**config.mk**
```make
export PLATFORM = sky130hd
export DESIGN_NAME = riscv_alu_issue_ctrl_flat
export DESIGN_NICKNAME = d
export VERILOG_FILES = /design/src/rtl/riscv_alu_ctrl_pkg.sv /design/src/rtl/riscv_alu_issue_ctrl_if.sv /design/src/rtl/sat_counter.sv /design/src/rtl/riscv_alu_issue_ctrl.sv /design/src/flat_wrapper.sv
export SDC_FILE = /design/constraint.sdc
export NUM_CORES = 1
export LEC_CHECK = 0
export ABC_CLOCK_PERIOD_IN_PS = 2700
export CAP_MARGIN = 25
export CORE_UTILIZATION = 47
export DETAILED_ROUTE_END_ITERATION = 8
export GPL_TIMING_DRIVEN = 0
export PLACE_DENSITY_LB_ADDON = 0.12
export SETUP_SLACK_MARGIN = 0.3
export SLEW_MARGIN = 30
export SYNTH_ARGS = -nofsm -noshare
export SYNTH_HDL_FRONTEND = slang
export SYNTH_SLANG_ARGS = --single-unit
```
**constraint.sdc**
```tcl
create_clock -name clock_i -period 2.7 [get_ports clock_i]
set_clock_uncertainty 0.05 [all_clocks]
set_input_delay 0.54 -clock clock_i [delete_from_list [all_inputs] [get_ports clock_i]]
set_output_delay 0.54 -clock clock_i [all_outputs]
set_load 0.02 [all_outputs]
```
**src/rtl/riscv_alu_ctrl_pkg.sv**
```systemverilog
// Shared types and default widths for the ALU issue/stall controller.
package riscv_alu_ctrl_pkg;

    localparam int unsigned CNT_W_DEF  = 5;
    localparam int unsigned DATA_W_DEF = 32;
    localparam int unsigned REG_W_DEF  = 5;
    localparam int unsigned PERF_W_DEF = 16;

    typedef enum logic [1:0] {
        IDLE = 2'd0,
        BUSY = 2'd1,
        DONE = 2'd2
    } state_t;

endpackage

```
**src/rtl/riscv_alu_issue_ctrl_if.sv**
```systemverilog
// Pipeline-side bundle of the ALU issue controller: issue, writeback, flush and perf outputs.
interface riscv_alu_issue_ctrl_if
    import riscv_alu_ctrl_pkg::*;
#(
    parameter int unsigned CNT_W  = CNT_W_DEF,
    parameter int unsigned DATA_W = DATA_W_DEF,
    parameter int unsigned REG_W  = REG_W_DEF,
    parameter int unsigned PERF_W = PERF_W_DEF
);
    logic              issue_valid_i;
    logic [CNT_W-1:0]  stall_cycles_i;
    logic [REG_W-1:0]  rd_i;
    logic [DATA_W-1:0] result_i;
    logic              flush_i;
    logic              wb_ready_i;
    logic              stall_o;
    logic              busy_o;
    logic              wb_valid_o;
    logic [DATA_W-1:0] wb_data_o;
    logic [REG_W-1:0]  wb_rd_o;
    logic              proto_err_o;
    logic [PERF_W-1:0] busy_cycles_o;
    logic [PERF_W-1:0] ops_done_o;

    modport master (
        output issue_valid_i, stall_cycles_i, rd_i, result_i, flush_i, wb_ready_i,
        input  stall_o, busy_o, wb_valid_o, wb_data_o, wb_rd_o, proto_err_o,
               busy_cycles_o, ops_done_o
    );

    modport slave (
        input  issue_valid_i, stall_cycles_i, rd_i, result_i, flush_i, wb_ready_i,
        output stall_o, busy_o, wb_valid_o, wb_data_o, wb_rd_o, proto_err_o,
               busy_cycles_o, ops_done_o
    );

endinterface

```
**src/rtl/sat_counter.sv**
```systemverilog
// Up-counter that sticks at all-ones instead of wrapping; used for performance events.
module sat_counter #(
    parameter int unsigned W = 16
) (
    input  logic         clock_i,
    input  logic         resetn_i,
    input  logic         inc_i,
    output logic [W-1:0] count_o
);

    logic [W-1:0] r_count;

    // NOTE: state registers use non-blocking assignment so every flop samples pre-edge values.
    always_ff @(posedge clock_i or negedge resetn_i) begin
        if (!resetn_i) begin
            r_count <= '0;
        end else if (inc_i && (r_count != {W{1'b1}})) begin
            r_count <= r_count + 1'b1;
        end
    end

    assign count_o = r_count;

endmodule

```
**src/rtl/riscv_alu_issue_ctrl.sv**
```systemverilog
// Issue/stall controller between decode/execute and the multi-cycle RISC-V ALU:
// countdown of ALU stall cycles, registered writeback slot, flush and perf counters.
module riscv_alu_issue_ctrl
    import riscv_alu_ctrl_pkg::*;
#(
    parameter int unsigned CNT_W  = CNT_W_DEF,
    parameter int unsigned DATA_W = DATA_W_DEF,
    parameter int unsigned REG_W  = REG_W_DEF,
    parameter int unsigned PERF_W = PERF_W_DEF
) (
    input logic                  clock_i,
    input logic                  resetn_i,
    riscv_alu_issue_ctrl_if.slave bus
);

    state_t            r_state;
    state_t            w_next_state;
    logic [CNT_W-1:0]  r_count;
    logic [REG_W-1:0]  r_rd_hold;
    logic [REG_W-1:0]  r_wb_rd;
    logic [DATA_W-1:0] r_wb_data;
    logic              r_proto_err;

    logic              w_accept;
    logic              w_multi;
    logic              w_last;
    logic              w_capture;
    logic              w_stall;
    logic              w_busy;
    logic              w_wb_valid;
    logic              w_op_done;
    logic [PERF_W-1:0] w_busy_cycles;
    logic [PERF_W-1:0] w_ops_done;

    // A new op may enter from IDLE, or from DONE when writeback drains in the same cycle.
    assign w_accept  = bus.issue_valid_i & ~bus.flush_i &
                       ((r_state == IDLE) | ((r_state == DONE) & bus.wb_ready_i));
    assign w_multi   = (bus.stall_cycles_i != '0);
    assign w_last    = (r_state == BUSY) & (r_count <= CNT_W'(1));
    assign w_capture = ~bus.flush_i & ((w_accept & ~w_multi) | w_last);
    assign w_op_done = w_wb_valid & bus.wb_ready_i & ~bus.flush_i;

    always_ff @(posedge clock_i or negedge resetn_i) begin
        if (!resetn_i) begin
            r_state <= IDLE;
        end else begin
            r_state <= w_next_state;
        end
    end

    // NOTE: every signal written here gets a default first so no latch is inferred.
    always_comb begin
        w_next_state = r_state;
        if (bus.flush_i) begin
            w_next_state = IDLE;
        end else if (w_accept) begin
            w_next_state = w_multi ? BUSY : DONE;
        end else begin
            case (r_state)
                BUSY:    if (w_last) w_next_state = DONE;
                DONE:    if (bus.wb_ready_i) w_next_state = IDLE;
                default: w_next_state = r_state;
            endcase
        end
    end

    always_comb begin
        w_stall    = 1'b0;
        w_busy     = 1'b0;
        w_wb_valid = 1'b0;
        case (r_state)
            IDLE: w_stall = w_accept & w_multi;
            BUSY: begin
                w_stall = 1'b1;
                w_busy  = 1'b1;
            end
            DONE: begin
                w_wb_valid = 1'b1;
                w_stall    = ~bus.wb_ready_i | (w_accept & w_multi);
            end
            default: w_stall = 1'b0;
        endcase
    end

    // NOTE: the writeback slot is reset so wb_data_o/wb_rd_o read 0 before the first op.
    always_ff @(posedge clock_i or negedge resetn_i) begin
        if (!resetn_i) begin
            r_count     <= '0;
            r_rd_hold   <= '0;
            r_wb_data   <= '0;
            r_wb_rd     <= '0;
            r_proto_err <= 1'b0;
        end else begin
            if (bus.flush_i) begin
                r_count <= '0;
            end else if (w_accept) begin
                r_count <= bus.stall_cycles_i;
            end else if ((r_state == BUSY) && (r_count != '0)) begin
                r_count <= r_count - 1'b1;
            end

            if (w_accept) begin
                r_rd_hold <= bus.rd_i;
            end

            // Single-cycle ops take rd_i live; multi-cycle ops use the copy held since issue.
            if (w_capture) begin
                r_wb_data <= bus.result_i;
                r_wb_rd   <= w_accept ? bus.rd_i : r_rd_hold;
            end

            if (bus.issue_valid_i && (r_state == BUSY)) begin
                r_proto_err <= 1'b1;
            end
        end
    end

    sat_counter #(.W(PERF_W)) u_busy_cnt (
        .clock_i  (clock_i),
        .resetn_i (resetn_i),
        .inc_i    (w_busy),
        .count_o  (w_busy_cycles)
    );

    sat_counter #(.W(PERF_W)) u_ops_cnt (
        .clock_i  (clock_i),
        .resetn_i (resetn_i),
        .inc_i    (w_op_done),
        .count_o  (w_ops_done)
    );

    assign bus.stall_o       = w_stall;
    assign bus.busy_o        = w_busy;
    assign bus.wb_valid_o    = w_wb_valid;
    assign bus.wb_data_o     = r_wb_data;
    assign bus.wb_rd_o       = r_wb_rd;
    assign bus.proto_err_o   = r_proto_err;
    assign bus.busy_cycles_o = w_busy_cycles;
    assign bus.ops_done_o    = w_ops_done;

endmodule
```
**src/flat_wrapper.sv**
```systemverilog
// flat-port wrapper written by rule: the top's interface ports become plain ports
module riscv_alu_issue_ctrl_flat import riscv_alu_ctrl_pkg::*;
#(
    parameter int unsigned CNT_W  = CNT_W_DEF,
    parameter int unsigned DATA_W = DATA_W_DEF,
    parameter int unsigned REG_W  = REG_W_DEF,
    parameter int unsigned PERF_W = PERF_W_DEF
)
  (clock_i, resetn_i, bus_issue_valid_i, bus_stall_cycles_i, bus_rd_i, bus_result_i, bus_flush_i, bus_wb_ready_i, bus_stall_o, bus_busy_o, bus_wb_valid_o, bus_wb_data_o, bus_wb_rd_o, bus_proto_err_o, bus_busy_cycles_o, bus_ops_done_o);
  riscv_alu_issue_ctrl_if #(.CNT_W(CNT_W), .DATA_W(DATA_W), .REG_W(REG_W), .PERF_W(PERF_W)) bus_i ();
  input logic clock_i;
  input logic resetn_i;
  input wire logic [$bits(bus_i.issue_valid_i)-1:0] bus_issue_valid_i;
  input wire logic [$bits(bus_i.stall_cycles_i)-1:0] bus_stall_cycles_i;
  input wire logic [$bits(bus_i.rd_i)-1:0] bus_rd_i;
  input wire logic [$bits(bus_i.result_i)-1:0] bus_result_i;
  input wire logic [$bits(bus_i.flush_i)-1:0] bus_flush_i;
  input wire logic [$bits(bus_i.wb_ready_i)-1:0] bus_wb_ready_i;
  output wire logic [$bits(bus_i.stall_o)-1:0] bus_stall_o;
  output wire logic [$bits(bus_i.busy_o)-1:0] bus_busy_o;
  output wire logic [$bits(bus_i.wb_valid_o)-1:0] bus_wb_valid_o;
  output wire logic [$bits(bus_i.wb_data_o)-1:0] bus_wb_data_o;
  output wire logic [$bits(bus_i.wb_rd_o)-1:0] bus_wb_rd_o;
  output wire logic [$bits(bus_i.proto_err_o)-1:0] bus_proto_err_o;
  output wire logic [$bits(bus_i.busy_cycles_o)-1:0] bus_busy_cycles_o;
  output wire logic [$bits(bus_i.ops_done_o)-1:0] bus_ops_done_o;
  assign bus_i.issue_valid_i = bus_issue_valid_i;
  assign bus_i.stall_cycles_i = bus_stall_cycles_i;
  assign bus_i.rd_i = bus_rd_i;
  assign bus_i.result_i = bus_result_i;
  assign bus_i.flush_i = bus_flush_i;
  assign bus_i.wb_ready_i = bus_wb_ready_i;
  assign bus_stall_o = bus_i.stall_o;
  assign bus_busy_o = bus_i.busy_o;
  assign bus_wb_valid_o = bus_i.wb_valid_o;
  assign bus_wb_data_o = bus_i.wb_data_o;
  assign bus_wb_rd_o = bus_i.wb_rd_o;
  assign bus_proto_err_o = bus_i.proto_err_o;
  assign bus_busy_cycles_o = bus_i.busy_cycles_o;
  assign bus_ops_done_o = bus_i.ops_done_o;
  riscv_alu_issue_ctrl #(.CNT_W(CNT_W), .DATA_W(DATA_W), .REG_W(REG_W), .PERF_W(PERF_W)) u_core (.clock_i(clock_i), .resetn_i(resetn_i), .bus(bus_i));
endmodule
```
==> run_results.csv, run 1 <==
group,metric,value,unit
outcome,outcome,"complete, no violations",
worst_setup_path,setup.worst_path.end_class,"primary output",
cts,hold_buffers,0,
yosys,postSynthCellCount,383,
flow_run,max_cap_viol_count,0,
layout,fin_cells,629,
yosys,ys_seq_area_share,51.5,%
floorplanning,dieArea,8850,um^2
floorplanning,start_util,48.5,%
yosys,avgSynthCellArea,10.4,um^2
cts,cts.clk_slew.worst_paths,80,ps
sta,fmax,426,MHz
sta,fin_crit_sh,87.0,%
worst_setup_path,worstPathMaxFanout,3,
floorplanning,die_y,94.1,um
yosys,synth.largest_area_cell,"dfrtp_1",
yosys,synth_ff_type,"dfrtp_1",
grt,grt_pass1_vias,3198,
place,placed_cells,608,
floorplanning,pin_count,120,
layout,fill_cells,648,
yosys,synth.cell_area,3980,um^2
sta,finalWorstSetupSlack,351,ps
detailed_routing,first_pass_iters,4,
floorplanning,core_area,8220,um^2
cts,numCtsBuffers,9,
detailed_routing,ant_nets,0,
sta,hold_violations,0,
sta,tns,0,ps
sta,setup_viol,0,
floorplanning,rows,33,
cts,h-tree-depth,3,
yosys,ys_ff_latch,82,
detailed_routing,wire_per_inst,14.9,um
place,port-buffer-count,119,
detailed_routing,drt-vias-per-instance,5.41,
layout,area_growth,42.3,%
yosys,synth_edf_count,0,
grt,gr-usage-all-layers,22.5,%
pwr,power.density,871,nW/um^2
yosys,synth_warnings,0,
sta,period_needed,2350,ps
layout,diodes,0,
worst_setup_path,critPathKind,"in -> out",
worst_setup_path,arrival,1760,ps
yosys,synthTopCellsByArea,"dfrtp_1, nand2_1, o32ai_2, xor2_1, inv_1",
cts,clock-sinks,82,
yosys,ys_types,49,
place,dp.final_hpwl,6850,um
pwr,ir_drop,0.527,mV
grt,grt_pass1_wl,15400,um
grt,grt.overflow.total,0,
detailed_routing,drcViolationCount,0,
grt,grt_start_max_net_pins,51,
yosys,synth-async-reset-ratio,100,%
worst_setup_path,cp-start-kind,"input pin",
detailed_routing,vias,3403,
min_path,hold_class,"in -> async",
sta,rsz0062_at_grt,"false",
pwr,p_leak,0.00248,uW
layout,nNetsFinal,571,
sta,maxSlewHeadroom,61.9,%
cts,tritoncts,"done",
worst_setup_path,cp.required,2110,ps
yosys,synthesis.nets,434,
floorplanning,fp.dieW,94.1,um
yosys,synth_common_cells,"dfrtp_1, nand2_1, inv_1",
layout,drive_gt1_share,13.0,%
place,gp_congestion,0.806,
yosys,yosysMostFrequentCell,"dfrtp_1",
grt,antenna_found_initial,0,
detailed_routing,first_iter_violations,156,
cts,clk_latency,350,ps
detailed_routing,wl,9400,um
cts,cts-root-buf,"clkbuf_8",
sta,worstMarginPinSlew,564,ps
sta,maxSlewViolCount,0,
cts,cts_buffer_depth,2,
yosys,yosysTopAreaCellShare,51.5,%
sta,holdWs,22.0,ps
place,pre_cts_ws,-572,ps
area by class of cell:
class | instances | area [um^2] | share of cell area, %
buffer | 21 | 118 | 2.08
tap | 105 | 131 | 2.32
timing repair buffer | 126 | 1260 | 22.3
inverter | 32 | 120 | 2.12
clock buffer | 10 | 138 | 2.43
sequential | 82 | 2050 | 36.2
clock inverter | 5 | 103 | 1.81
multi-input combinational | 248 | 1740 | 30.7
sequential cells by signal (all words and copies together), names as in the netlist:
| register | count |
|---|---|
| u_core.bus.wb_data_o | 32 |
| u_core.u_busy_cnt.count_o | 16 |
| u_core.u_ops_cnt.count_o | 16 |
| u_core.bus.wb_rd_o | 5 |
| u_core.r_count | 5 |
| u_core.r_rd_hold | 5 |
| u_core.r_state | 2 |
| u_core.bus.proto_err_o | 1 |
routing by layer:
layer	track usage [%]	vias to the layer above	part of all wire [%]
met2	36.8	94	50
met1	29.4	1674	42
li1	-	1629	-
met5	0	-	0
met3	5.18	6	6.2
met4	7.31	0	1.2
cells by family after synthesis:
family                     count (synthesis)  synth area share, %
and+or+nand+nor                          142                 18.5
DFF                                       82                 51.5
muxes                                     10                 2.83
buffers and inverters                     53                 5.78
xor gates and xnor gates                  25                 5.50
adders and majority gates                  4                 1.26
AOI/OAI and AO/OA                         67                 14.6
layout by cell type (no fill, tap or decap), types with 2 or more instances in the layout:
cell               n
buf_4              8
buf_6              5
nor4_1             2
xor2_1            14
ha_1               4
nor2_1            14
bufinv_16          3
buf_2              3
and2_1             2
and3_1             2
nor3_1            13
and4_1             4
or3b_2             5
o22ai_1            9
nand4_1            8
inv_1             32
clkdlybuf4s50_1  113
xnor2_1           11
o32ai_1           13
nand2_1           61
o31a_1             5
o32ai_2           10
nand4bb_1          2
clkbuf_8          10
nor2b_1            2
nand3b_1           2
nor4bb_1           3
nand3_1           11
clkdlybuf4s15_1    2
a211oi_1           5
a31oi_1            3
dfrtp_1           81
mux2_2            10
a21oi_1           11
clkbuf_1          11
per-stage QoR:
step                      total power [uW]  util [%]  area, um^2
final                                 4940      69.0        5670
after global routing                  5220      69.0        5670
after CTS                             4960      68.2        5600
after global placement                3820      64.6        5310
after floorplan                       2920         -        3980
after detailed placement              3870      64.9        5330
critical path: stages:
cell and delay (ps):
clkdlybuf4s50_1 450, nor3_2 250, nand2_1 120, a21oi_1 150
o21ai_1 70, buf_4 170
where the power goes:
part	switching (uW)	leakage, uW	internal (uW)
Combinational	1000	0.00131	1010
Clock	437	0.000118	633
Sequential	269	0.00104	1590
final timing paths:
path                       slack, ps  depth (start not counted)                    from                     endpoint
min reg2reg                      430                          1  u_core.bus.proto_err_o       u_core.bus.proto_err_o
min                               20                          1                resetn_i  u_core.u_ops_cnt.count_o[4]
min in group clock_i             430                          1  u_core.bus.proto_err_o       u_core.bus.proto_err_o
max in group asynchronous       2010                          2                resetn_i            u_core.r_state[0]
max reg2reg                      550                          6       u_core.r_state[1]      u_core.bus.wb_data_o[1]
max                              350                          6   bus_stall_cycles_i[1]                  bus_stall_o
repair_timing:
| item | in CTS | in global routing |
|---|---|---|
| gates resized for setup | 14 | 10 |
| buffers inserted | 2 | 4 |
| gates cloned | 0 | 0 |
| setup endpoints to repair | 4 | 36 |
| pin swaps | 3 | 5 |
No activity file was read; power rests on OpenSTA's default activity.
==> inputs of run 2 (changes only) <==
- ABC_CLOCK_PERIOD_IN_PS: 2700 -> 2100
- CORE_UTILIZATION: 47 -> 43
- clock period: 2.7 -> 2.1 ns (I/O delays scaled with it)
==> run_results.csv, run 2 (synthesis results as in run 1) <==
group,metric,value,unit
min_path,hold_class,"in -> reg",
worst_setup_path,timing.rr.start,"u_core.r_state[0]",
worst_setup_path,worstPathMaxFanout,5,
worst_setup_path,worst_path_largest_cell_delay,410,ps
sta,fin_crit_sh,104,%
worst_setup_path,cp_slowest_cell,"dfrtp_2",
outcome,outcome,"finished with violations",
layout,layout_common_cells,"dfrtp_1, dlygate4sd2_1, nand2_1, clkdlybuf4s50_1, inv_1",
sta,maxSlewViolCount,0,
floorplanning,rows,34,
worst_setup_path,path_cells,"or3b_4 > buf_6 > or2_1 > buf_6 > o21a_4 > buf_12 > buf_8 > o31a_1",
worst_setup_path,r2r.worst_path.cells,8,
worst_setup_path,cp-start-kind,"flip-flop",
worst_setup_path,crit_start,"u_core.r_state[0]",
worst_setup_path,arrival,2390,ps
detailed_routing,wire_per_inst,16.1,um
pwr,p_leak,0.00308,uW
sta,period_needed,2190,ps
floorplanning,die_y,98.2,um
layout,diodes,0,
floorplanning,dieArea,9650,um^2
cts,clk_latency,350,ps
worst_setup_path,critPathBufInv,4,
layout,area_growth,62.2,%
pwr,power.density,1010,nW/um^2
worst_setup_path,crit_family,"simple AND/OR/NAND/NOR gates",
cts,tritoncts,"done",
detailed_routing,drcViolationCount,6,
layout,fill_cells,679,
sta,hold_violations,0,
worst_setup_path,timing.critical_path.mode_cell,"buf_6",
grt,grt_pass1_wl,17000,um
grt,grt.overflow.total,0,
sta,tns,-1200,ps
sta,maxSlewHeadroom,33.3,%
detailed_routing,first_iter_violations,98,
worst_setup_path,setup.worst_path.end_class,"flip-flop",
floorplanning,pin_count,120,
layout,nNetsFinal,605,
sta,setup_viol,32,
outcome,violations,"design-rule violations, negative setup slack",
cts,cts-root-buf,"clkbuf_8",
grt,gr-usage-all-layers,22.1,%
floorplanning,core_area,8850,um^2
place,pre_cts_ws,-941,ps
layout,largest_register_ffs,32,
worst_setup_path,path_depth,8,
grt,antenna_found_initial,0,
detailed_routing,vias,3566,
worst_setup_path,r2r_end,"u_core.bus.wb_rd_o[2]",
worst_setup_path,cp.required,2290,ps
place,port-buffer-count,119,
cts,clock-sinks,82,
detailed_routing,ant_nets,0,
cts,numCtsBuffers,9,
detailed_routing,first_pass_iters,6,
detailed_routing,wl,10700,um
flow_run,max_cap_viol_count,0,
worst_setup_path,rrSetupSlack,-90,ps
detailed_routing,drt-vias-per-instance,5.35,
layout,final_common_cell,"dfrtp_1",
sta,rsz0062_at_grt,"true",
sta,fmax,456,MHz
cts,cts_buffer_depth,2,
place,dp.final_hpwl,6840,um
sta,worstMarginPinSlew,1000,ps
cts,h-tree-depth,3,
place,gp_congestion,0.823,
floorplanning,start_util,45.0,%
grt,grt_pass1_vias,3560,
sta,finalWorstSetupSlack,-94.1,ps
floorplanning,fp.dieW,98.2,um
layout,drive_gt1_share,30.2,%
cts,cts.clk_slew.worst_paths,90,ps
worst_setup_path,cp-endpoint,"u_core.bus.wb_rd_o[2]",
grt,grt_start_max_net_pins,43,
worst_setup_path,critPathKind,"reg -> reg",
pwr,ir_drop,0.637,mV
==> run 2: changes by cell type in the layout (fill, tap and decap cells not counted), sizes merged, moves of 3 or more <==
cell / change
clkdlybuf4s50: -71
buf: +34
dlymetal6s2s: +4
bufinv: -3
dlygate4sd2: +67
==> run 2: cell type report <==
type / count / area (um^2) / share of cell area (%)
multi-input combinational: 248 / 2250 / 34.8
tap: 108 / 135 / 2.09
inverter: 32 / 123 / 1.90
buffer: 21 / 181 / 2.81
timing repair buffer: 160 / 1530 / 23.7
clock buffer: 9 / 124 / 1.92
clock inverter: 7 / 53.8 / 0.833
sequential: 82 / 2060 / 31.9
==> run 2: timing repair <==
action | CTS | global route
gates cloned | 3 | 0
buffers inserted | 14 | 22
hold endpoints to repair | 40 | 0
hold buffers | 1 | 0
resized for setup | 139 | 77
pin swaps | 9 | 19
endpoints found under the setup margin | 136 | 76
==> run 2: where the power goes <==
group,total (uW),internal (uW),leakage (uW),switching [uW]
Clock,1070,438,0.0000822,633
Combinational,3080,1510,0.00196,1570
Sequential,2370,2050,0.00103,322
==> run 2: metrics by stage <==
step | util (%) | hold WS [ps] | area (um^2) | std cells | power, uW
after floorplan | - | 74.4 | 4050 | 383 | 3800
after global placement | 60.7 | 388 | 5380 | 610 | 4960
after detailed placement | 61.0 | 307 | 5400 | 611 | 5030
after CTS | 67.2 | 385 | 5950 | 645 | 6170
after global routing | 73.0 | 392 | 6460 | 667 | 6900
final | 73.0 | 404 | 6460 | 667 | 6520
==> run 2: worst min path at each step <==
| stage | startpoint | to | slack (ps) | depth (start not counted) |
|---|---|---|---|---|
| 2_1_floorplan | resetn_i | u_core.bus.proto_err_o | 70 | 0 |
| 3_3_place_gp | u_core.bus.proto_err_o | u_core.bus.proto_err_o | 390 | 1 |
| 3_5_place_dp | resetn_i | u_core.u_busy_cnt.count_o[8] | 310 | 1 |
| 4_1_cts | bus_issue_valid_i | u_core.bus.proto_err_o | 390 | 2 |
| 5_1_grt | bus_issue_valid_i | u_core.bus.proto_err_o | 390 | 2 |
| 6_report | bus_issue_valid_i | u_core.bus.proto_err_o | 400 | 2 |
==> run 2: per-layer routing <==
layer / track usage [%] / up-vias / wire length, um
li1: - / 1705 / -
met1: 27.4 / 1760 / 4500
met2: 38.1 / 85 / 5480
met3: 4.80 / 16 / 561
met4: 8.15 / 0 / 175
met5: 0 / - / 0
==> inputs of run 3 (changes only) <==
- REMOVE_ABC_BUFFERS: not set -> 1
- SETUP_SLACK_MARGIN: 0.3 -> 0.5
==> run_results.csv, run 3 (synthesis results as in run 1) <==
group,metric,value,unit
place,dp.final_hpwl,6480,um
worst_setup_path,setup.worst_path.end_class,"primary output",
layout,largest_register_ffs,32,
place,place_area,5310,um^2
pwr,ir_drop,0.532,mV
floorplanning,die_y,98.2,um
sta,holdWs,291,ps
detailed_routing,wire_per_inst,17.9,um
sta,rsz0062_at_grt,"true",
grt,grt.overflow.total,0,
detailed_routing,wl,12100,um
sta,setup_viol,9,
pwr,p_leak,0.00304,uW
grt,grt_pass1_vias,3694,
detailed_routing,drt-vias-per-instance,5.51,
layout,area_growth,64.1,%
floorplanning,pin_count,120,
sta,maxSlewHeadroom,60.1,%
sta,fin_crit_sh,105,%
pwr,power.density,993,nW/um^2
layout,layout_common_cells,"dfrtp_1, nand2_1, dlygate4sd2_1, clkdlybuf4s50_1, buf_4",
layout,final_core_util,73.9,%
worst_setup_path,cp-start-kind,"input pin",
cts,clock-sinks,82,
layout,fill_cells,624,
layout,final_common_cell,"dfrtp_1",
cts,numCtsBuffers,9,
sta,worstMarginPinSlew,597,ps
floorplanning,start_util,45.0,%
detailed_routing,ant_nets,0,
layout,drive_gt1_share,36.4,%
grt,gr-usage-all-layers,23.8,%
grt,grt_pass1_wl,18300,um
place,gp_congestion,0.786,
worst_setup_path,arrival,1740,ps
cts,clk_latency,360,ps
layout,sequential_cell_area,2070,um^2
floorplanning,dieArea,9650,um^2
worst_setup_path,worstPathMaxFanout,3,
outcome,violations,"design-rule violations, negative setup slack",
layout,final_area,6540,um^2
outcome,outcome,"finished with violations",
layout,multi_input_area,2220,um^2
layout,nNetsFinal,609,
detailed_routing,vias,3701,
sta,period_needed,2210,ps
cts,cts.clk_slew.worst_paths,90,ps
min_path,hold_class,"in -> reg",
cts,tritoncts,"done",
cts,cts-root-buf,"clkbuf_8",
sta,finalWorstSetupSlack,-107,ps
grt,antenna_found_initial,1,
cts,cts_buffer_depth,2,
worst_setup_path,critPathKind,"in -> out",
sta,fmax,453,MHz
floorplanning,fp.dieW,98.2,um
floorplanning,rows,34,
place,port-buffer-count,119,
sta,hold_violations,0,
detailed_routing,drcViolationCount,6,
grt,grt_start_max_net_pins,53,
flow_run,max_cap_viol_count,0,
sta,maxSlewViolCount,0,
floorplanning,core_area,8850,um^2
detailed_routing,first_pass_iters,9,
worst_setup_path,cp.required,1630,ps
detailed_routing,first_iter_violations,110,
cts,h-tree-depth,3,
-- run 3: final timing paths --
path	endpoint	slack, ps	depth (start not counted)	start
max	bus_stall_o	-110	6	bus_stall_cycles_i[2]
min	u_core.bus.wb_data_o[15]	290	2	bus_flush_i
max reg2reg	u_core.bus.wb_rd_o[1]	-50	8	u_core.r_state[0]
min reg2reg	u_core.bus.proto_err_o	430	1	u_core.bus.proto_err_o
max in group asynchronous	u_core.r_state[1]	960	3	resetn_i
min in group asynchronous	u_core.u_ops_cnt.count_o[9]	460	2	resetn_i
-- run 3: through the flow --
stage / total power [uW] / setup slack (ps) / cells / setup TNS (ps)
detailed placement: 4960 / -1290 / 593 / -22150
finish: 6490 / -107 / 672 / -467
global placement: 4850 / -2650 / 589 / -339080
global route: 6820 / -133 / 672 / -1700
floorplan: 3690 / -236 / 362 / -6040
CTS: 6250 / -47.6 / 649 / -47.6
-- run 3: per-layer routing --
metal	share of wire, %	GRT usage (%)	vias to the layer above	wire length (um)
met5	0	0	-	0
met4	2.1	5.86	0	258
met3	6.2	7.23	24	748
met2	51	41.6	127	6140
met1	41	28.8	1839	4910
li1	-	-	1711	-
-- run 3: what timing repair did --
item / in CTS / in global routing
pin swaps: 46 / 29
buffers inserted: 38 / 22
endpoints found under the hold margin: 30 / 0
hold buffers: 1 / 0
setup endpoints to repair: 153 / 109
gates cloned: 1 / 0
gates resized for setup: 211 / 75
-- run 3: power breakdown --
group	internal, uW	switching [uW]
logic	1390	1560
registers	2050	307
clock network	584	604
-- run 3: layout make-up --
type | count | share of cell area [%]
multi-input cells | 248 | 34.0
flip-flops and latches | 82 | 31.6
repair buffers | 185 | 27.0
clock buffers | 10 | 2.11
inverters | 32 | 2.11
well taps | 108 | 2.07
clock inverters | 6 | 0.996
diodes | 1 | 0.0383
-- run 3: worst max-delay path, cell delays in order --
cell and delay, ps:
clkdlybuf4s50_1 510, nor3_4 310, nand2_2 120, a21oi_2 140, o21ai_1 70, buf_4 160
